### config.mk
export PLATFORM = sky130hd
export DESIGN_NAME = led_cmd_pwm
export DESIGN_NICKNAME = d
export VERILOG_FILES = /design/src/rtl/led_cmd_pwm_pkg.sv /design/src/rtl/led_cmd_pwm_slice.sv /design/src/rtl/led_cmd_pwm.sv
export SDC_FILE = /design/constraint.sdc
export NUM_CORES = 1
export LEC_CHECK = 0
export CORE_ASPECT_RATIO = 1.1
export CORE_MARGIN = 2
export CORE_UTILIZATION = 63
export CTS_BUF_LIST = sky130_fd_sc_hd__clkbuf_2 sky130_fd_sc_hd__clkbuf_4 sky130_fd_sc_hd__clkbuf_8
export CTS_CLUSTER_DIAMETER = 50
export CTS_CLUSTER_SIZE = 14
export DETAILED_ROUTE_END_ITERATION = 7
export GPL_TIMING_DRIVEN = 1
export PLACE_DENSITY = 0.93
export SKIP_CTS_REPAIR_TIMING = 1
export SYNTH_ARGS = -nofsm -noshare
export SYNTH_HDL_FRONTEND = slang
export SYNTH_HIERARCHICAL = 1
export SYNTH_SLANG_ARGS = --single-unit
### constraint.sdc
create_clock -name Clock -period 2.2 [get_ports Clock]
set_clock_uncertainty 0.2 [all_clocks]
set_input_delay 0.22 -clock Clock [delete_from_list [all_inputs] [get_ports Clock]]
set_output_delay 0.22 -clock Clock [all_outputs]
set_load 0.03 [all_outputs]
### src/rtl/led_cmd_pwm_pkg.sv
// led_cmd_pkg: command byte codes and parser state encoding for led_cmd_pwm
package led_cmd_pkg;
    localparam logic [7:0] CMD_R      = 8'd82;
    localparam logic [7:0] CMD_G      = 8'd71;
    localparam logic [7:0] CMD_B      = 8'd66;
    localparam logic [7:0] CMD_F      = 8'd70;
    localparam logic [7:0] CMD_X      = 8'd88;
    localparam logic [7:0] CMD_L      = 8'd76;
    localparam logic [7:0] CMD_DIGIT0 = 8'h30;
    localparam logic [1:0] S_IDLE     = 2'd0;
    localparam logic [1:0] S_GET_CH   = 2'd1;
    localparam logic [1:0] S_GET_LVL  = 2'd2;
endpackage

### src/rtl/led_cmd_pwm_slice.sv
// pwm_slice: one LED channel; shadow/active duty, compare against shared counter, registered pin
//   Clock, Reset_n : clock, async active-low reset
//   cnt, wrap      : shared PWM counter and its all-ones (wrap) flag
//   en             : channel enable
//   wr, lvl        : shadow duty write strobe and value
//   led            : registered, polarity-corrected LED drive
module pwm_slice #(
    parameter int PWM_BITS   = 8,
    parameter bit ACTIVE_LOW = 1
) (
    input  logic                Clock,
    input  logic                Reset_n,
    input  logic [PWM_BITS-1:0] cnt,
    input  logic                wrap,
    input  logic                en,
    input  logic                wr,
    input  logic [PWM_BITS-1:0] lvl,
    output logic                led
);
    logic [PWM_BITS-1:0] shadow, active;
    logic on;
    // all-ones duty is treated as solid on so the last counter step has no gap
    assign on = en && (cnt < active || &active);
    always_ff @(posedge Clock or negedge Reset_n) begin
        if (!Reset_n) begin
            shadow <= '1;
            active <= '1;
            led    <= ACTIVE_LOW;
        end else begin
            shadow <= wr ? lvl : shadow;
            // a write landing on the wrap cycle bypasses the shadow
            active <= wrap ? (wr ? lvl : shadow) : active;
            led    <= on ^ ACTIVE_LOW;
        end
    end
endmodule

### src/rtl/led_cmd_pwm.sv
// led_cmd_pwm: byte-command driven multi-channel LED enable/brightness controller with PWM outputs
//   Clock, Reset_n   : clock, async active-low reset
//   Cmd, Cmd_Valid   : command/data byte and its per-cycle valid strobe
//   Led              : registered PWM drive per channel
//   Enable           : per-channel enable state
//   Busy             : parser inside an 'L' sequence
//   Err              : one-cycle pulse on bad channel index or timeout
module led_cmd_pwm
    import led_cmd_pkg::*;
#(
    parameter int NUM_CH      = 3,
    parameter int PWM_BITS    = 8,
    parameter int CMD_W       = 8,
    parameter bit ACTIVE_LOW  = 1,
    parameter int TIMEOUT_CYC = 1000000
) (
    input  logic              Clock,
    input  logic              Reset_n,
    input  logic [CMD_W-1:0]  Cmd,
    input  logic              Cmd_Valid,
    output logic [NUM_CH-1:0] Led,
    output logic [NUM_CH-1:0] Enable,
    output logic              Busy,
    output logic              Err
);
    localparam int CH_W = NUM_CH > 1 ? $clog2(NUM_CH) : 1;
    localparam int TW   = TIMEOUT_CYC > 2 ? $clog2(TIMEOUT_CYC) : 1;
    logic [1:0]          state;
    logic [CH_W-1:0]     ch;
    logic [TW-1:0]       tmo;
    logic [PWM_BITS-1:0] cnt, lvl;
    logic [NUM_CH-1:0]   tog, wr;
    logic                idle_v, tmo_hit, ch_ok, wrap;
    assign idle_v  = Cmd_Valid && state == S_IDLE;
    assign tmo_hit = state != S_IDLE && !Cmd_Valid && tmo == TW'(TIMEOUT_CYC - 1);
    assign ch_ok   = Cmd < CMD_W'(NUM_CH);
    assign lvl     = PWM_BITS'(Cmd);
    assign wrap    = &cnt;
    assign Busy    = state != S_IDLE;
    // channels >= NUM_CH have no bit here, so their codes fall out as ignored
    always_comb begin
        tog = '0;
        wr  = '0;
        for (int i = 0; i < NUM_CH; i++) begin
            tog[i] = Cmd == CMD_W'(CMD_DIGIT0 + i) || (i == 0 && Cmd == CMD_W'(CMD_R))
                  || (i == 1 && Cmd == CMD_W'(CMD_G)) || (i == 2 && Cmd == CMD_W'(CMD_B));
            wr[i]  = state == S_GET_LVL && Cmd_Valid && ch == CH_W'(i);
        end
    end
    always_ff @(posedge Clock or negedge Reset_n) begin
        if (!Reset_n) begin
            state  <= S_IDLE;
            ch     <= '0;
            tmo    <= '0;
            Err    <= 1'b0;
            Enable <= '0;
            cnt    <= '0;
        end else begin
            cnt <= cnt + 1'b1;
            Err <= 1'b0;
            if (idle_v)
                Enable <= Cmd == CMD_W'(CMD_F) ? '1 : Cmd == CMD_W'(CMD_X) ? '0 : Enable ^ tog;
            tmo <= (state == S_IDLE || Cmd_Valid || tmo_hit) ? '0 : tmo + 1'b1;
            if (tmo_hit) begin
                state <= S_IDLE;
                Err   <= 1'b1;
            end else if (Cmd_Valid) begin
                case (state)
                    S_IDLE:   if (Cmd == CMD_W'(CMD_L)) state <= S_GET_CH;
                    S_GET_CH: begin
                        if (ch_ok) begin
                            ch    <= CH_W'(Cmd);
                            state <= S_GET_LVL;
                        end else begin
                            Err   <= 1'b1;
                            state <= S_IDLE;
                        end
                    end
                    default:  state <= S_IDLE;
                endcase
            end
        end
    end
    for (genvar g = 0; g < NUM_CH; g++) begin : g_ch
        pwm_slice #(.PWM_BITS(PWM_BITS), .ACTIVE_LOW(ACTIVE_LOW)) u_slice (
            .Clock  (Clock),
            .Reset_n(Reset_n),
            .cnt    (cnt),
            .wrap   (wrap),
            .en     (Enable[g]),
            .wr     (wr[g]),
            .lvl    (lvl),
            .led    (Led[g])
        );
    end
endmodule

==> out/metrics.cfg <==
[critical_path]
criticalPathCategory=register to register
timing.rr.end=tmo[9]
r2r-start=tmo[0]
r2r_cells=6
cp_data_required_time_ps=2270
cp-start-kind=register
ff2ff_setup_slack_ps=140
endpoint_kind=register
crit_fanout=19
cp.arrival_ps=2130

[synth]
syn_area_um2=4340
synth.most_common_cell=dfstp_2
yosysTopAreaCellShare=0.308
syn_area_per_cell_um2=10.9
synthFlopType=dfstp_2
postSynthCellCount=399
synth_edf_count=0
synthAdderAreaFrac=0.0662
synth_seq_cells=87
async_flop_share=1.00
yosysSeqAreaShare=0.516
ys_top_cells_by_area=dfstp_2 31%, dfrtp_1 21%, ha_1 6.6%
synth.distinct_cells=41
synth_nets=433
ys_warn_count=6
yosysTopAreaCell=dfstp_2
synth-xor-area-share=0.0504
synth_top_cells_by_count=51 x dfstp_2, 36 x dfrtp_1, 34 x nor2_1
muxShareOfSynthArea=0.0821
synth-simple-area-share=0.175
synth_top_family_by_area=simple AND/OR/NAND/NOR gates
synth_compound_area_frac=0.0706

[floorplanning]
die-area_um2=7580
core_um2=6630
start_util=0.655
die_w_um=83.2
die_y_um=91.1
num_io_pins=19
rows=31

[placement]
place_inst=512
gp_congestion=0.804
io_buffers=18
place_hpwl_um=7170

[routing]
drc=0
route.vias.total=3384
viasPerCell=6.40
drtPass1Iterations=7
drt_iter0_drc=363
drt_wl_total_um=10800
wl_per_cell_um=20.3
ant_nets=0

[clocking]
clk_path_buf_depth=2
cts_buffers=9
cts_tree=done
htreeDepth=3
worstSkewPairLatency_ps=350
cts_sinks=87
clkTransAtPathRegs_ps=90
root_buffer=clkbuf_8

[global_routing]
grt_pass1_wl_um=17400
antenna_found_initial=0
grt-ovfl-total=0
grt_start_max_net_pins=64
first_global_vias=3605
track_usage=0.292

[sta]
rsz0062_at_grt=no
finalHoldViolations=0
fmax_ghz=0.484
tightest_slew_ps=488
period_needed_ps=2060
period_share=0.938
setup_tns_ps=0
maxSlewViolCount=0
setup_viol=0
maxSlewHeadroom=0.672

[layout]
drive_gt1_frac=0.284
layout.cells.non_filler=529
diodes=0
n_fill_cell=375
design.final.nets=476
area_growth_pct=14.5

[hold_path]
hold_path.class=input port to async pin

[power]
p_leak_uw=0.00228
power_uw=3020
power_density_nw_per_um2=608
peakVddDrop_uv=452

[run]
maxCapViolations=0

[outcome]
status=complete, no violations

## sequential cells by signal, summed over array words and instances, names as in the netlist
signal,cells
g_ch.u_slice/active,24
g_ch.u_slice/shadow,24
tmo,20
cnt,8
Enable,3
g_ch.u_slice/led,3
ch,2
state,2
Err,1
## through the flow
stage               hold slack [ps]   util  setup slack [ps]  area, µm²
floorplan                      -276      -               170       4340
global placement              -62.1  0.716              87.1       4750
detailed placement            -56.1  0.716             -30.9       4750
CTS                            -428  0.747              5.19       4950
global route                    140  0.750              66.3       4970
finish                          117  0.750               136       4970
## worst max path at each step
stage,start,to,depth (start not counted)
after global routing,tmo[0],tmo[9],6
after floorplan,cnt[1],g_ch[0].u_slice/active[5],7
after global placement,Cmd[1],ch[0],5
after CTS,state[1],Busy,3
final,tmo[0],tmo[9],6
after detailed placement,Cmd[5],Enable[1],7
## worst max-delay path: stages (launching register included)
cell	delay (ps)
dfrtp_1	420
ha_1	230
and3_1	200
and3_1	230
nand4_1	210
nand3_4	240
nor2_1	230
## layer usage
metal  routed length, µm  track usage  vias up
li1                    -            -     1486
met1                4320        0.364     1664
met3                 712       0.0564       43
met4                 350        0.141        0
met5                   0            0        -
met2                5390        0.489      191
## placed cells by master, fill, tap and decap left out, types with 5 or more instances in the layout
cell / instances
a21oi_1: 8
and3_1: 7
buf_4: 21
clkbuf_8: 10
clkdlybuf4s50_1: 16
dfrtp_1: 36
dfstp_2: 51
ha_1: 23
inv_1: 29
mux2_2: 21
mux2_4: 8
nand2_1: 31
nand3_1: 16
nand4_1: 13
nor2_1: 34
nor3_1: 8
nor3b_1: 6
nor4_1: 5
o21ai_0: 30
xnor2_1: 17
xor2_1: 8
## logic make-up (layout without fill, tap and decap cells)
| group | count (synthesis) | after routing |
|---|---|---|
| adder cells (fa/ha/maj) | 23 | 23 |
| multiplexers | 29 | 29 |
| XOR/XNOR | 25 | 25 |
| AND/OR/NAND/NOR | 145 | 145 |
| flip-flops | 87 | 87 |
| buffers and inverters | 38 | 86 |
| AO/OA/AOI/OAI | 52 | 52 |
## report_power, final
part	internal [µW]	switching [µW]
clock network	569	560
registers	1630	26.2
logic	93.8	143
## area by class of cell
class / instances / area [µm²] / area share
inverters: 29 / 109 / 0.0219
multi-input cells: 274 / 1940 / 0.390
flip-flops and latches: 87 / 2240 / 0.451
repair buffers: 41 / 380 / 0.0765
clock buffers: 11 / 145 / 0.0292
clock inverters: 5 / 57.6 / 0.0116
well taps: 82 / 103 / 0.0206
Note: power is estimated with default switching activity, not from simulation.
